File: src/rtl/sat_pkg.sv
// rtl/sat_pkg.sv - shared widths, FSM state type and one-hot helper for the bin controller
package sat_pkg;

    localparam int NUM_CLAUSES      = 8;
    localparam int NUM_VARS         = 8;
    localparam int NUM_LVLS         = 8;
    localparam int WIDTH_LVL        = 16;
    localparam int WIDTH_VAR_STATES = 19;
    localparam int WIDTH_LVL_STATES = 16;

    localparam int WIDTH_CLAUSE = 2 * NUM_VARS;
    localparam int WIDTH_VS_BUS = WIDTH_VAR_STATES * NUM_VARS;
    localparam int WIDTH_LS_BUS = WIDTH_LVL_STATES * NUM_LVLS;
    localparam int WIDTH_IDX    = $clog2(NUM_CLAUSES);

    localparam logic [WIDTH_IDX-1:0] LAST_IDX = WIDTH_IDX'(NUM_CLAUSES - 1);

    typedef enum logic [3:0] {
        ST_IDLE,
        ST_LD_CL,
        ST_LD_VS,
        ST_LD_LS,
        ST_START,
        ST_WAIT,
        ST_RD_CL,
        ST_WB,
        ST_FIN
    } bin_ctrl_state_t;

    // Clause index -> clause-array slot strobe.
    function automatic logic [NUM_CLAUSES-1:0] idx_onehot(input logic [WIDTH_IDX-1:0] idx);
        logic [NUM_CLAUSES-1:0] m;
        m      = '0;
        m[idx] = 1'b1;
        return m;
    endfunction

endpackage

File: src/rtl/sat_engine_bin_ctrl.sv
// rtl/sat_engine_bin_ctrl.sv - loads one bin into sat_engine, runs it and streams the clause array back
//
// Ports:
//   clk, rst                  clock, synchronous active-high reset
//   start_i + bin inputs      bin request; bin/level numbers and state vectors captured at start_i
//   cl_valid_i/cl_ready_o/cl_data_i   clause load stream (one clause per handshake)
//   wb_valid_o/wb_ready_i/wb_data_o   clause write-back stream
//   busy_o, done_o            activity flag and one-cycle completion pulse
//   sat_o, unsat_o, bkt_lvl_o result of the last bin, held until the next start_i
//   core_*                    direct connection to the sat_engine load/start/readback ports
module sat_engine_bin_ctrl
    import sat_pkg::*;
(
    input  logic                        clk,
    input  logic                        rst,
    input  logic                        start_i,
    input  logic [WIDTH_LVL-1:0]        bin_num_i,
    input  logic [WIDTH_LVL-1:0]        load_lvl_i,
    input  logic [WIDTH_LVL-1:0]        base_lvl_i,
    input  logic [WIDTH_VS_BUS-1:0]     vars_states_i,
    input  logic [WIDTH_LS_BUS-1:0]     lvl_states_i,
    input  logic                        cl_valid_i,
    output logic                        cl_ready_o,
    input  logic [WIDTH_CLAUSE-1:0]     cl_data_i,
    output logic                        wb_valid_o,
    input  logic                        wb_ready_i,
    output logic [WIDTH_CLAUSE-1:0]     wb_data_o,
    output logic                        busy_o,
    output logic                        done_o,
    output logic                        sat_o,
    output logic                        unsat_o,
    output logic [WIDTH_LVL-1:0]        bkt_lvl_o,
    output logic [NUM_CLAUSES-1:0]      core_wr_carray_o,
    output logic [WIDTH_CLAUSE-1:0]     core_clause_o,
    output logic [NUM_VARS-1:0]         core_wr_var_states_o,
    output logic [WIDTH_VS_BUS-1:0]     core_vars_states_o,
    output logic [NUM_LVLS-1:0]         core_wr_lvl_states_o,
    output logic [WIDTH_LS_BUS-1:0]     core_lvl_states_o,
    output logic                        core_start_o,
    output logic [WIDTH_LVL-1:0]        core_cur_bin_num_o,
    output logic [WIDTH_LVL-1:0]        core_load_lvl_o,
    output logic                        core_base_lvl_en_o,
    output logic [WIDTH_LVL-1:0]        core_base_lvl_o,
    output logic [NUM_CLAUSES-1:0]      core_rd_carray_o,
    input  logic                        core_done_i,
    input  logic                        core_sat_i,
    input  logic                        core_unsat_i,
    input  logic [WIDTH_LVL-1:0]        core_bkt_lvl_i,
    input  logic [WIDTH_CLAUSE-1:0]     core_clause_i
);

    bin_ctrl_state_t            state_q, state_d;
    logic [WIDTH_IDX-1:0]       idx_q, idx_d;
    logic [WIDTH_LVL-1:0]       bin_q, bin_d, load_q, load_d, base_q, base_d, bkt_q, bkt_d;
    logic [WIDTH_VS_BUS-1:0]    vs_q, vs_d;
    logic [WIDTH_LS_BUS-1:0]    ls_q, ls_d;
    logic [WIDTH_CLAUSE-1:0]    clause_q, clause_d, wb_data_q, wb_data_d;
    logic [NUM_CLAUSES-1:0]     wr_cl_q, wr_cl_d, rd_cl_q, rd_cl_d;
    logic                       wr_vs_q, wr_vs_d, wr_ls_q, wr_ls_d, start_q, start_d;
    logic                       cl_ready_q, cl_ready_d, wb_valid_q, wb_valid_d;
    logic                       busy_q, busy_d, done_q, done_d, sat_q, sat_d, unsat_q, unsat_d;

    always_comb begin
        state_d   = state_q;
        idx_d     = idx_q;
        bin_d     = bin_q;
        load_d    = load_q;
        base_d    = base_q;
        vs_d      = vs_q;
        ls_d      = ls_q;
        clause_d  = clause_q;
        wb_data_d = wb_data_q;
        sat_d     = sat_q;
        unsat_d   = unsat_q;
        bkt_d     = bkt_q;
        wr_cl_d   = '0;
        wr_vs_d   = 1'b0;
        wr_ls_d   = 1'b0;
        start_d   = 1'b0;

        // Write strobes are registered from the state's action, so they appear one
        // cycle later; this keeps the final clause write clear of the var-state write.
        case (state_q)
            ST_IDLE: begin
                if (start_i) begin
                    bin_d   = bin_num_i;
                    load_d  = load_lvl_i;
                    base_d  = base_lvl_i;
                    vs_d    = vars_states_i;
                    ls_d    = lvl_states_i;
                    sat_d   = 1'b0;
                    unsat_d = 1'b0;
                    bkt_d   = '0;
                    idx_d   = '0;
                    state_d = ST_LD_CL;
                end
            end
            ST_LD_CL: begin
                if (cl_valid_i && cl_ready_q) begin
                    wr_cl_d  = idx_onehot(idx_q);
                    clause_d = cl_data_i;
                    if (idx_q == LAST_IDX) begin
                        idx_d   = '0;
                        state_d = ST_LD_VS;
                    end else begin
                        idx_d = idx_q + WIDTH_IDX'(1);
                    end
                end
            end
            ST_LD_VS: begin
                wr_vs_d = 1'b1;
                state_d = ST_LD_LS;
            end
            ST_LD_LS: begin
                wr_ls_d = 1'b1;
                state_d = ST_START;
            end
            ST_START: begin
                start_d = 1'b1;
                state_d = ST_WAIT;
            end
            ST_WAIT: begin
                if (core_done_i) begin
                    sat_d   = core_sat_i;
                    unsat_d = core_unsat_i;
                    bkt_d   = core_bkt_lvl_i;
                    idx_d   = '0;
                    state_d = ST_RD_CL;
                end
            end
            ST_RD_CL: begin
                // The read strobe is on the core during this cycle; its data is taken at this edge.
                wb_data_d = core_clause_i;
                state_d   = ST_WB;
            end
            ST_WB: begin
                if (wb_ready_i) begin
                    if (idx_q == LAST_IDX) begin
                        idx_d   = '0;
                        state_d = ST_FIN;
                    end else begin
                        idx_d   = idx_q + WIDTH_IDX'(1);
                        state_d = ST_RD_CL;
                    end
                end
            end
            ST_FIN:  state_d = ST_IDLE;
            default: state_d = ST_IDLE;
        endcase

        // These outputs track the state being entered so they are valid within it.
        cl_ready_d = (state_d == ST_LD_CL);
        rd_cl_d    = (state_d == ST_RD_CL) ? idx_onehot(idx_d) : '0;
        wb_valid_d = (state_d == ST_WB);
        done_d     = (state_d == ST_FIN);
        busy_d     = (state_d != ST_IDLE);
    end

    always_ff @(posedge clk) begin
        if (rst) begin
            state_q    <= ST_IDLE;
            idx_q      <= '0;
            bin_q      <= '0;
            load_q     <= '0;
            base_q     <= '0;
            vs_q       <= '0;
            ls_q       <= '0;
            clause_q   <= '0;
            wb_data_q  <= '0;
            sat_q      <= 1'b0;
            unsat_q    <= 1'b0;
            bkt_q      <= '0;
            wr_cl_q    <= '0;
            rd_cl_q    <= '0;
            wr_vs_q    <= 1'b0;
            wr_ls_q    <= 1'b0;
            start_q    <= 1'b0;
            cl_ready_q <= 1'b0;
            wb_valid_q <= 1'b0;
            done_q     <= 1'b0;
            busy_q     <= 1'b0;
        end else begin
            state_q    <= state_d;
            idx_q      <= idx_d;
            bin_q      <= bin_d;
            load_q     <= load_d;
            base_q     <= base_d;
            vs_q       <= vs_d;
            ls_q       <= ls_d;
            clause_q   <= clause_d;
            wb_data_q  <= wb_data_d;
            sat_q      <= sat_d;
            unsat_q    <= unsat_d;
            bkt_q      <= bkt_d;
            wr_cl_q    <= wr_cl_d;
            rd_cl_q    <= rd_cl_d;
            wr_vs_q    <= wr_vs_d;
            wr_ls_q    <= wr_ls_d;
            start_q    <= start_d;
            cl_ready_q <= cl_ready_d;
            wb_valid_q <= wb_valid_d;
            done_q     <= done_d;
            busy_q     <= busy_d;
        end
    end

    assign cl_ready_o           = cl_ready_q;
    assign wb_valid_o           = wb_valid_q;
    assign wb_data_o            = wb_data_q;
    assign busy_o               = busy_q;
    assign done_o               = done_q;
    assign sat_o                = sat_q;
    assign unsat_o              = unsat_q;
    assign bkt_lvl_o            = bkt_q;
    assign core_wr_carray_o     = wr_cl_q;
    assign core_clause_o        = clause_q;
    assign core_wr_var_states_o = {NUM_VARS{wr_vs_q}};
    assign core_vars_states_o   = vs_q;
    assign core_wr_lvl_states_o = {NUM_LVLS{wr_ls_q}};
    assign core_lvl_states_o    = ls_q;
    assign core_start_o         = start_q;
    assign core_base_lvl_en_o   = start_q;
    assign core_cur_bin_num_o   = bin_q;
    assign core_load_lvl_o      = load_q;
    assign core_base_lvl_o      = base_q;
    assign core_rd_carray_o     = rd_cl_q;

endmodule

File: config.mk
export PLATFORM = sky130hd
export DESIGN_NAME = sat_engine_bin_ctrl
export DESIGN_NICKNAME = d
export VERILOG_FILES = /design/src/rtl/sat_pkg.sv /design/src/rtl/sat_engine_bin_ctrl.sv
export SDC_FILE = /design/constraint.sdc
export NUM_CORES = 1
export LEC_CHECK = 0
export ABC_CLOCK_PERIOD_IN_PS = 5300
export CAP_MARGIN = 10
export CORE_AREA = 2 2 312 314
export CTS_CLUSTER_SIZE = 30
export DETAILED_ROUTE_END_ITERATION = 8
export DIE_AREA = 0 0 314 316
export PLACE_DENSITY = 0.41
export SETUP_SLACK_MARGIN = 0.5
export SLEW_MARGIN = 30
export SYNTH_ARGS = -nofsm -noshare
export SYNTH_HDL_FRONTEND = slang
export SYNTH_SLANG_ARGS = --single-unit
File: constraint.sdc
create_clock -name clk -period 5.3 [get_ports clk]
set_clock_uncertainty 0.05 [all_clocks]
set_input_delay 1.06 -clock clk [delete_from_list [all_inputs] [get_ports clk]]
set_output_delay 1.06 -clock clk [all_outputs]
set_load 0.01 [all_outputs]
==> impl_metrics.tcl <==
set metrics [dict create \
    stdcell_count 3810 \
    yosysTopAreaCellShare 0.5735 \
    crit_arrival_ps 1700 \
    p_leak_nw 8.766 \
    seq_area_um2 8168 \
    netlist_area_um2 14240 \
    drv_cap 0 \
    period_minus_slack_ps 2808 \
    via_per_inst 3.768 \
    clk_pin_slew_ps 60 \
    gp_congestion 0.7644 \
    holdBufCountCts 0 \
    multi_input_area_um2 5358 \
    cts_root_buf "clkbuf_16" \
    layout-drive-gt1-share 0.04188 \
    path_buf_inv 1 \
    track_usage 0.1206 \
    postCtsSetupBuffers 0 \
    routed_wl_um 63270 \
    syn_area_per_cell_um2 7.992 \
    drtPass1Iterations 7 \
    slew_violations 0 \
    final_antenna_net_count 0 \
    fin_crit_sh 0.5299 \
    hpwl_um 44910 \
    grt_max_degree 172 \
    cp-end-kind "output pin" \
    rsz0062_at_grt "false" \
    cts_tree "done" \
    crit_path_start_kind "flop" \
    required_ps 4190 \
    clock-sinks 408 \
    die_h_um 316 \
    p_sw_w 0.002030 \
    crit_type "reg2out" \
    power_density_nw_per_um2 318.8 \
    hold_class "reg2reg" \
    synth.distinct_cells 42 \
    ys_seq_elements 408 \
    tightest_slew_ps 1056 \
    ys.flop_type "dfxtp_1" \
    finalHoldViolCount 0 \
    cts_buffers 52 \
    seq_area_frac_synth 0.5735 \
    wl_per_cell_um 16.61 \
    synthTopCellsByCount "745 x nand2_1, 408 x dfxtp_1, 380 x a21oi_1" \
    first_global_vias 14390 \
    synth_edf_count 0 \
    clk_path_buf_depth 3 \
    clk_latency_ps 600 \
    switching_share 0.2549 \
    power_frac_clock 0.438 \
    die_w_um 314 \
    slew_headroom 0.2957 \
    power.share.combinational 0.146 \
    grt_pass1_wl_um 92330 \
    final.setup.tns_ps 0 \
    design.core.area_um2 95990 \
    cpPeakStageDelay_ps 600 \
    grt_overflow 0 \
    placed_cells_incl_taps 3717 \
    max_freq_mhz 356.1 \
    start_util 0.1484 \
    setup_ws_ps 2492 \
    finalNetCount 2881 \
    fillers 10500 \
    synth_fp_nets 2168 \
    pwr-share-seq 0.417 \
    yosysMostFrequentCell "nand2_1" \
    ioPinCount 800 \
    antenna_found_initial 5 \
    path_cells "clkdlybuf4s50_1" \
    rows 114 \
    vdd_ir_drop_max_mv 0.2258 \
    dieArea_um2 99220 \
    pre_cts_ws_ps 1920 \
    status "completed" \
    setup_viol 0 \
    ys_async_sr_fraction 0 \
    cpLargestDelayFamily "buffers and inverters" \
    route.detailed.drc 0 \
    num_vias 14360 \
    ys_top_cells_by_area "dfxtp_1 57%, nand2_1 20%, a21oi_1 13%" \
    cts_resized 0 \
    slowest_stage "clkdlybuf4s50_1" \
    area_growth_pct 75.41 \
    synth_cells 1782 \
    cts_max_level 2 \
    worstPathMaxFanout 8 \
    synth_warnings 0 \
    yosys.area.top_type "dfxtp_1" \
    drt_iter0_markers 603 \
    intPower_w 0.005934 \
    io_buffers 799 \
]
[placed cells by master, fill, tap and decap left out, types with 3 or more instances in the layout]
master,synthesis,final
nand3_1,21,20
clkinv_2,0,7
and3_1,4,3
nand2b_1,4,4
clkdlybuf4s50_1,0,798
nor2_1,18,18
clkbuf_1,70,12
inv_6,0,3
buf_4,21,3
o21ai_0,3,3
a21oi_1,380,380
clkbuf_8,0,11
buf_12,0,8
dfxtp_1,408,408
diode_2,0,3
nor4_1,13,13
nand2_1,745,745
clkbuf_16,0,53
[registers in the layout (all words and copies together) (netlist names), 3 cells and up]
register,count
core_clause_o,16
core_vars_states_o,152
state_q,4
bkt_lvl_o,16
idx_q,3
core_load_lvl_o,16
wb_data_o,16
core_lvl_states_o,128
core_base_lvl_o,16
core_wr_carray_o,8
core_rd_carray_o,8
core_cur_bin_num_o,16
[through the flow]
| step | cell area [µm²] | utilization | hold slack, ps | total power (W) |
|---|---|---|---|---|
| finish | 24980 | 0.2603 | 400.5 | 0.007964 |
| global route | 24980 | 0.2603 | 415.3 | 0.008359 |
| CTS | 24980 | 0.2602 | 402.9 | 0.008163 |
| detailed placement | 23310 | 0.2429 | 394.9 | 0.004567 |
| global placement | 23310 | 0.2429 | 390.2 | 0.004571 |
| floorplan | 14240 | - | 426.1 | 0.003794 |
[path summary, 6_finish.rpt]
path	start	end	slack, ps	cells after the start
hold reg to reg	bkt_lvl_o[0]	bkt_lvl_o[0]	400	2
hold / removal	bkt_lvl_o[0]	bkt_lvl_o[0]	400	2
setup reg to reg	state_q[0]	core_rd_carray_o[3]	2660	5
setup / recovery	wr_vs_q	core_wr_var_states_o[4]	2490	1
[power groups by stage]
stage,sequential [W],clock [W],combinational [W]
CTS,0.00332,0.00366,0.00119
global placement,0.00338,0,0.00119
floorplan,0.00345,0,0.000344
detailed placement,0.00338,0,0.00118
finish,0.00332,0.00349,0.00116
global route,0.00334,0.00376,0.00127
[layout make-up]
cell class	count	share of cell area
diodes	3	0.0003005
clock inverters	14	0.005509
flip-flops and latches	408	0.3269
multi-input cells	1221	0.2145
repair buffers	810	0.3276
clock buffers	76	0.06095
well taps	1276	0.06391
inverters	2	0.0003005
[logic make-up after synthesis]
kind of cell | Yosys count | synth area share
and+or+nand+nor | 820 | 0.2278
AOI/OAI and AO/OA | 399 | 0.1454
adders and majority gates | 2 | 0.001757
DFF | 408 | 0.5735
buffers and inverters | 153 | 0.05157
[metal layers]
metal,track usage,wire (µm),vias up
met5,0,21,-
met2,0.2052,30440,532
met3,0.06343,7288,73
met4,0.03393,1295,4
met1,0.1301,24230,6554
li1,-,-,7194
Note: power is estimated with default switching activity, not from simulation.
